File: src/rtl/mwc_pkg.sv
// Shared types for the memory-write checker: FSM states, failure codes and
// the expected-store table entry.
package mwc_pkg;

    // Table entries are stored at this fixed width; narrower XLEN values are
    // zero-extended on write and on compare, so the unused upper bits are
    // constant and get trimmed by synthesis.
    localparam int unsigned MWC_XLEN_MAX = 64;

    typedef enum logic [1:0] {
        IDLE = 2'd0,
        RUN  = 2'd1,
        PASS = 2'd2,
        FAIL = 2'd3
    } state_e;

    typedef enum logic [1:0] {
        FC_NONE    = 2'd0,
        FC_ADDR    = 2'd1,
        FC_DATA    = 2'd2,
        FC_TIMEOUT = 2'd3
    } fail_code_e;

    typedef struct packed {
        logic [MWC_XLEN_MAX-1:0] addr;
        logic [MWC_XLEN_MAX-1:0] data;
    } exp_entry_t;

    // Requested entry counts above the table depth are treated as the full table.
    function automatic int unsigned clamp_count(int unsigned req, int unsigned max_cnt);
        return (req > max_cnt) ? max_cnt : req;
    endfunction

endpackage

File: src/rtl/mwc_exp_table.sv
// Expected-store table: entry storage, per-entry hit bits and the
// combinational lookups used by both ordered and unordered checking.
module mwc_exp_table
    import mwc_pkg::*;
#(
    parameter int unsigned XLEN    = 32,
    parameter int unsigned NUM_EXP = 4,
    parameter int unsigned IDX_W   = 2,
    parameter int unsigned CNT_W   = 3
) (
    input  logic             clk_i,
    input  logic             rst_ni,
    input  logic             wr_en_i,
    input  logic [IDX_W-1:0] wr_idx_i,
    input  logic [XLEN-1:0]  wr_addr_i,
    input  logic [XLEN-1:0]  wr_data_i,
    input  logic             hit_clr_i,
    input  logic             hit_set_i,
    input  logic [IDX_W-1:0] hit_idx_i,
    input  logic [CNT_W-1:0] active_cnt_i,
    input  logic [IDX_W-1:0] ptr_i,
    input  logic [XLEN-1:0]  st_addr_i,
    input  logic [XLEN-1:0]  st_data_i,
    output logic             hit_valid_o,
    output logic [IDX_W-1:0] hit_idx_o,
    output logic             addr_match_o,
    output logic             ptr_addr_eq_o,
    output logic             ptr_data_eq_o
);

    exp_entry_t         entry_q [NUM_EXP];
    logic [NUM_EXP-1:0] hit_q;

    logic [MWC_XLEN_MAX-1:0] st_addr_x;
    logic [MWC_XLEN_MAX-1:0] st_data_x;

    assign st_addr_x = MWC_XLEN_MAX'(st_addr_i);
    assign st_data_x = MWC_XLEN_MAX'(st_data_i);

    // Entry writes (out-of-range indices dropped) and hit-bit tracking.
    always_ff @(posedge clk_i or negedge rst_ni) begin
        if (!rst_ni) begin
            for (int unsigned i = 0; i < NUM_EXP; i++) begin
                entry_q[i] <= '0;
            end
            hit_q <= '0;
        end else begin
            if (wr_en_i && (int'(wr_idx_i) < int'(NUM_EXP))) begin
                entry_q[wr_idx_i].addr <= MWC_XLEN_MAX'(wr_addr_i);
                entry_q[wr_idx_i].data <= MWC_XLEN_MAX'(wr_data_i);
            end
            if (hit_clr_i) begin
                hit_q <= '0;
            end else if (hit_set_i) begin
                hit_q[hit_idx_i] <= 1'b1;
            end
        end
    end

    // Unordered search over unhit active entries; lowest matching index wins.
    always_comb begin
        hit_valid_o  = 1'b0;
        hit_idx_o    = '0;
        addr_match_o = 1'b0;
        for (int unsigned i = 0; i < NUM_EXP; i++) begin
            if (!hit_q[i] && (i < int'(active_cnt_i)) && (entry_q[i].addr == st_addr_x)) begin
                addr_match_o = 1'b1;
                if ((entry_q[i].data == st_data_x) && !hit_valid_o) begin
                    hit_valid_o = 1'b1;
                    hit_idx_o   = IDX_W'(i);
                end
            end
        end
    end

    // Ordered compare against the entry at the current pointer.
    always_comb begin
        ptr_addr_eq_o = 1'b0;
        ptr_data_eq_o = 1'b0;
        if (int'(ptr_i) < int'(NUM_EXP)) begin
            ptr_addr_eq_o = (entry_q[ptr_i].addr == st_addr_x);
            ptr_data_eq_o = (entry_q[ptr_i].data == st_data_x);
        end
    end

endmodule

File: config.mk
export PLATFORM = sky130hd
export DESIGN_NAME = mwc_exp_table
export DESIGN_NICKNAME = d
export VERILOG_FILES = /design/src/rtl/mwc_pkg.sv /design/src/rtl/mwc_exp_table.sv
export SDC_FILE = /design/constraint.sdc
export NUM_CORES = 1
export LEC_CHECK = 0
export CAP_MARGIN = 25
export CELL_PAD_IN_SITES_DETAIL_PLACEMENT = 0
export CELL_PAD_IN_SITES_GLOBAL_PLACEMENT = 2
export CORE_MARGIN = 2
export CORE_UTILIZATION = 36
export CTS_CLUSTER_DIAMETER = 40
export DETAILED_ROUTE_END_ITERATION = 12
export GPL_TIMING_DRIVEN = 0
export PLACE_DENSITY = 0.79
export SYNTH_ARGS = -nofsm -noshare
export SYNTH_HDL_FRONTEND = slang
export SYNTH_SLANG_ARGS = --single-unit
File: constraint.sdc
create_clock -name clk_i -period 3.2 [get_ports clk_i]
set_input_delay 0.64 -clock clk_i [delete_from_list [all_inputs] [get_ports clk_i]]
set_output_delay 0.64 -clock clk_i [all_outputs]
set_load 0.05 [all_outputs]
### Word level (Yosys, flattened, before mapping)

Cells that the tools add are included.

* register bits: 516
* word-level logic and storage cells: 83

* magnitude comparators: 9
* eq/ne operators: 10
* mux-type cells: 31
* bitwise logic cells: 3
* reduce and logical (&&, ||, !) cells: 21

Operators with widths (number)
* $bwmux W512: 2
* $eq A64 B32 Y1: 10
* $demux W128 S2: 2
* $mux W128: 3
* $bmux W128 S2: 1
* $mux W64: 1
* $mux W1: 15
* $logic_and A1 B1 Y1: 13
* $mux W2: 4
* $mux W4: 2
* $logic_not A1 Y1: 7
* $ge A3 B3 Y1 const B: 2
* $lt A1 B3 Y1 const A: 2
* $lt A2 B3 Y1 const A: 2
* $not A2 Y3: 2
* $or A4 B4 Y4: 1
* $lt A2 B3 Y1 const B: 1
* $lt A3 B1 Y1 const B: 1
* $demux W1 S2: 1
* $ge A2 B1 Y1 const B: 1
* $reduce_bool A2 Y1: 1

### Depth between registers and ports, before layout

* depth in word-level cells: 16
* gate-level depth with buffers: 8

### Worst setup path after synthesis

No wires, ideal clock.

* kind: input-to-output
* start point: input ptr_i[1]
* end point: output ptr_addr_eq_o
* arrival time: 3.838 ns
* required time: 2.560 ns
* setup slack: -1.278 ns
* stages: 8
* path buffers: 3
* path through: buf_2 > buf_2 > buf_4 > mux4_2 > xor2_1 > nor4_1 > nand4_1 > nor4_1

* word-level cells in the longest chain between the ends: 5

Ends and longest elaborated chain
* start, declared: line mwc_exp_table.sv:21 `input logic [IDX_W-1:0] ptr_i,`
* $not A2 Y3 (not written as such): line mwc_exp_table.sv:81 `ptr_addr_eq_o = (entry_q[ptr_i].addr == st_addr_x);`
* $bmux W128 S2: line mwc_exp_table.sv:81
* $mux W128 (2 in a row)
* $eq A64 B32 Y1: line mwc_exp_table.sv:81
* end, declared: line mwc_exp_table.sv:27 `output logic ptr_addr_eq_o,`

No other way between the ends. The select of a mux whose other input is x is not followed.

### Worst setup path after layout

* start point: register entry_q[214] (netlist bit)
* end point: output hit_valid_o

* word-level cells in the longest chain between the ends: 7

Ends and longest elaborated chain
* start, declared: line mwc_exp_table.sv:31 `exp_entry_t entry_q [NUM_EXP];`
* $eq A64 B32 Y1 *: line mwc_exp_table.sv:66 `if (!hit_q[i] && (i < int'(active_cnt_i)) && (entry_q[i].addr == st_addr_x)) begin`
* $logic_and A1 B1 Y1 *: line mwc_exp_table.sv:66
* $mux W1 *: line mwc_exp_table.sv:66
* $logic_not A1 Y1: line mwc_exp_table.sv:68 `if ((entry_q[i].data == st_data_x) && !hit_valid_o) begin`
* $logic_and A1 B1 Y1: line mwc_exp_table.sv:68
* $mux W1: line mwc_exp_table.sv:68
* $mux W1 *: line mwc_exp_table.sv:66
* end, declared: line mwc_exp_table.sv:24 `output logic hit_valid_o,`

Every way passes the cells marked *; elsewhere a longest branch is shown, timed or not.

==> results.cfg <==
[global_route]
antenna_found_initial = 3
track_usage_pct = 20.7
grt_max_degree = 115
grt-ovfl-total = 0
grt_pass1_vias = 9715
grt_pass1_wl_um = 60400

[worst_setup_path]
endpoint = hit_valid_o
cp.required_ns = 2.56
end_kind = output pin
r2r_end = entry_q[25]
cp_top_family = simple AND/OR/NAND/NOR gates
critPathMaxFanout = 3
r2r_slack_ns = 2.37
cp-startpoint = entry_q[214]
worstPathCellList = xor2_2 > or4_4 > or4_4 > nor4_4 > buf_4 > o2bb2a_4 > or3b_4 > buf_8
worst-path-stages = 8
start_kind = register
path_class = reg2out
cp.buffers_inverters = 2
crit_top_cell = or4_4
reg2reg_from = entry_q[25]
max_stage_delay_ns = 0.49
cp.arrival_ns = 3.10
slowest_stage = or4_4
ff2ff_path_depth = 1

[final_layout]
nFillCells = 3355
design_area_mm2 = 0.0180
regArea_mm2 = 0.00651
multiInputGateArea_mm2 = 0.00730
layout-drive-gt1-share_pct = 36.6
final_cells = 1781
nets = 1374
synthToLayoutAreaGrowth_pct = 31.0

[timing]
setup_slack_ns = -0.539
rsz0062_at_grt = yes
relSlewSlack_pct = 28.9
hold_viol = 0
period_share_pct = 117
worst_pin_slew_ns = 1.07
slew_violations = 0
setup_viol = 6
layout_min_cycle_time_ns = 3.74
finalSetupTns_ns = -2.11
max_freq_mhz = 267
final.setup_skew_ns = 0
whs_ns = 0.519

[logic_synthesis]
yosys_most_used_dff = dfrtp_1
ys_seq_area_share_pct = 47.4
syn_area_mm2 = 0.0137
avgSynthCellArea_um2 = 13.1
syn_inst = 1044
synth_edf_count = 0
ys_async_sr_fraction_pct = 100
yosys_warnings = 0
synth_nets = 1186
synth-seq-cells = 260
ys_types = 36

[floorplanning]
die_area_mm2 = 0.0397
ios = 148
num_rows = 71
die_height_um = 199
start_util_pct = 36.5
fp.dieW_um = 199
core_area_mm2 = 0.0376

[placed_design]
placed_cells = 1673
io_buffer_count = 116
placed_cell_area_mm2 = 0.0157
globalplace.congestion = 0.851
dp.final_hpwl_um = 29000
place_ws_ns = -1.84

[clock_network]
clk_pin_slew_ns = 0.06
htree_levels = 2
worstSkewPairLatency_ns = 0.56
cts-buffers-inserted = 46
cts_tree = done
cts_sinks = 260
cts_root_buf = clkbuf_16
cts_buffer_depth = 3

[detailed_routing]
remaining_drc_errors = 0
wire_per_inst_um = 22.4
drt-total-wl_um = 39900
antenna_left = 0
viasPerCell = 5.07
num_vias = 9028
drt_iter0_drc = 416
drt-pass1-iter-count = 4

[power_and_ir_drop]
p_leak_nw = 7.32
cellPowerDensity_mw_per_mm2 = 674
ir_drop_v = 0.000414

[run_status]
status = finished, violations left
violations = negative setup slack

[hold_path]
holdCritPathClass = in2async

[job]
cap_violations = 0
==> flip-flops by register name (all words and copies together), names as in the netlist <==
signal   flops
entry_q    256
hit_q        4
==> worst min path at each step <==
| stage | start | end | slack (ns) | cells after the start |
|---|---|---|---|---|
| 2_1_floorplan | rst_ni | entry_q[0] | 0.34 | 0 |
| 3_3_place_gp | hit_q[3] | hit_q[3] | 0.49 | 2 |
| 3_5_place_dp | hit_q[3] | hit_q[3] | 0.50 | 2 |
| 4_1_cts | rst_ni | entry_q[460] | 0.50 | 2 |
| 5_1_grt | rst_ni | entry_q[82] | 0.52 | 2 |
| 6_report | rst_ni | entry_q[82] | 0.52 | 2 |
==> Yosys cell counts, types with 2 or more instances <==
cell        n  share of area [%]
dfrtp_1   260                 47
mux2_2    256                 21
xnor2_1   147                9.4
xor2_1    136                8.7
clkbuf_1   54                1.5
nand4_1    38                1.7
nor4_1     36                1.6
mux4_2     30                4.9
nor3_1     14               0.51
nand2_1    10               0.27
nor2_1      9               0.25
nand3_1     8               0.29
buf_1       5               0.14
a31oi_1     4               0.18
buf_2       4               0.15
inv_1       4               0.11
nand3b_1    4               0.22
or4_1       4               0.22
a32oi_1     2               0.13
and3_1      2              0.091
o32a_1      2               0.15
==> repair_timing <==
| action | CTS | global route |
|---|---|---|
| pin swaps | 20 | 18 |
| buffers inserted | 18 | 3 |
| endpoints found under the setup margin | 6 | 6 |
| gates resized for setup | 114 | 37 |
| hold buffers | 1 | 0 |
| hold endpoints to repair | 33 | 0 |
==> layout make-up <==
cell class / instances / area share [%]
clock inverter: 31 / 2.58
multi-input combinational: 715 / 40.6
antenna: 1 / 0.0139
buffer: 65 / 1.98
timing repair buffer: 140 / 8.11
clock buffer: 54 / 6.90
sequential: 260 / 36.2
inverter: 4 / 0.0835
tap: 511 / 3.56
==> per-stage QoR <==
stage               utilization, %  power [mW]
floorplan                        -        5.86
global placement              41.6        6.62
detailed placement            41.7        6.68
CTS                           47.4        12.2
global route                  47.9        12.7
finish                        47.9        12.1
==> cell usage in the layout, fill, tap and decap left out, types with 3 or more instances in the layout <==
master and count:
a31oi_1 4, buf_1 4, buf_12 6, buf_4 18
buf_6 4, buf_8 7, bufinv_16 9, clkbuf_1 52
clkbuf_16 46, clkbuf_2 3, clkbuf_8 7, clkdlybuf4s50_1 75
clkinv_2 6, clkinv_4 6, clkinvlp_4 5, dfrtp_1 260
dlygate4sd2_1 16, dlymetal6s2s_1 16, inv_1 4, mux2_2 256
mux4_2 30, nand2_1 8, nand3_1 8, nand3b_1 4
nand4_1 38, nor2_1 8, nor3_1 9, nor3_4 4
nor4_1 21, nor4_2 11, nor4_4 5, or4_4 4
xnor2_1 132, xnor2_2 15, xor2_1 134
==> kinds of logic after synthesis <==
group / count (synthesis) / synth area share (%)
multiplexers: 286 / 25.9
XOR/XNOR: 283 / 18.1
flip-flops: 260 / 47.4
AND/OR/NAND/NOR: 131 / 5.67
buffers and inverters: 69 / 2.01
AO/OA/AOI/OAI: 15 / 0.948
==> power breakdown <==
part           total, mW  internal (mW)  switching, mW
clock network       5.37           3.54           1.83
logic               2.34           1.32           1.02
registers           4.42           3.92          0.507
total               12.1           8.77           3.36
==> metal layers <==
metal  track usage (%)  share of wire, %  vias to the layer above
li1                  -                 -                     4113
met4              6.55               2.5                        4
met3              4.27               4.8                       62
met1              27.3                44                     4671
met2              34.2                49                      178
met5                 0             0.070                        -
Note: power is estimated with default switching activity, not from simulation.
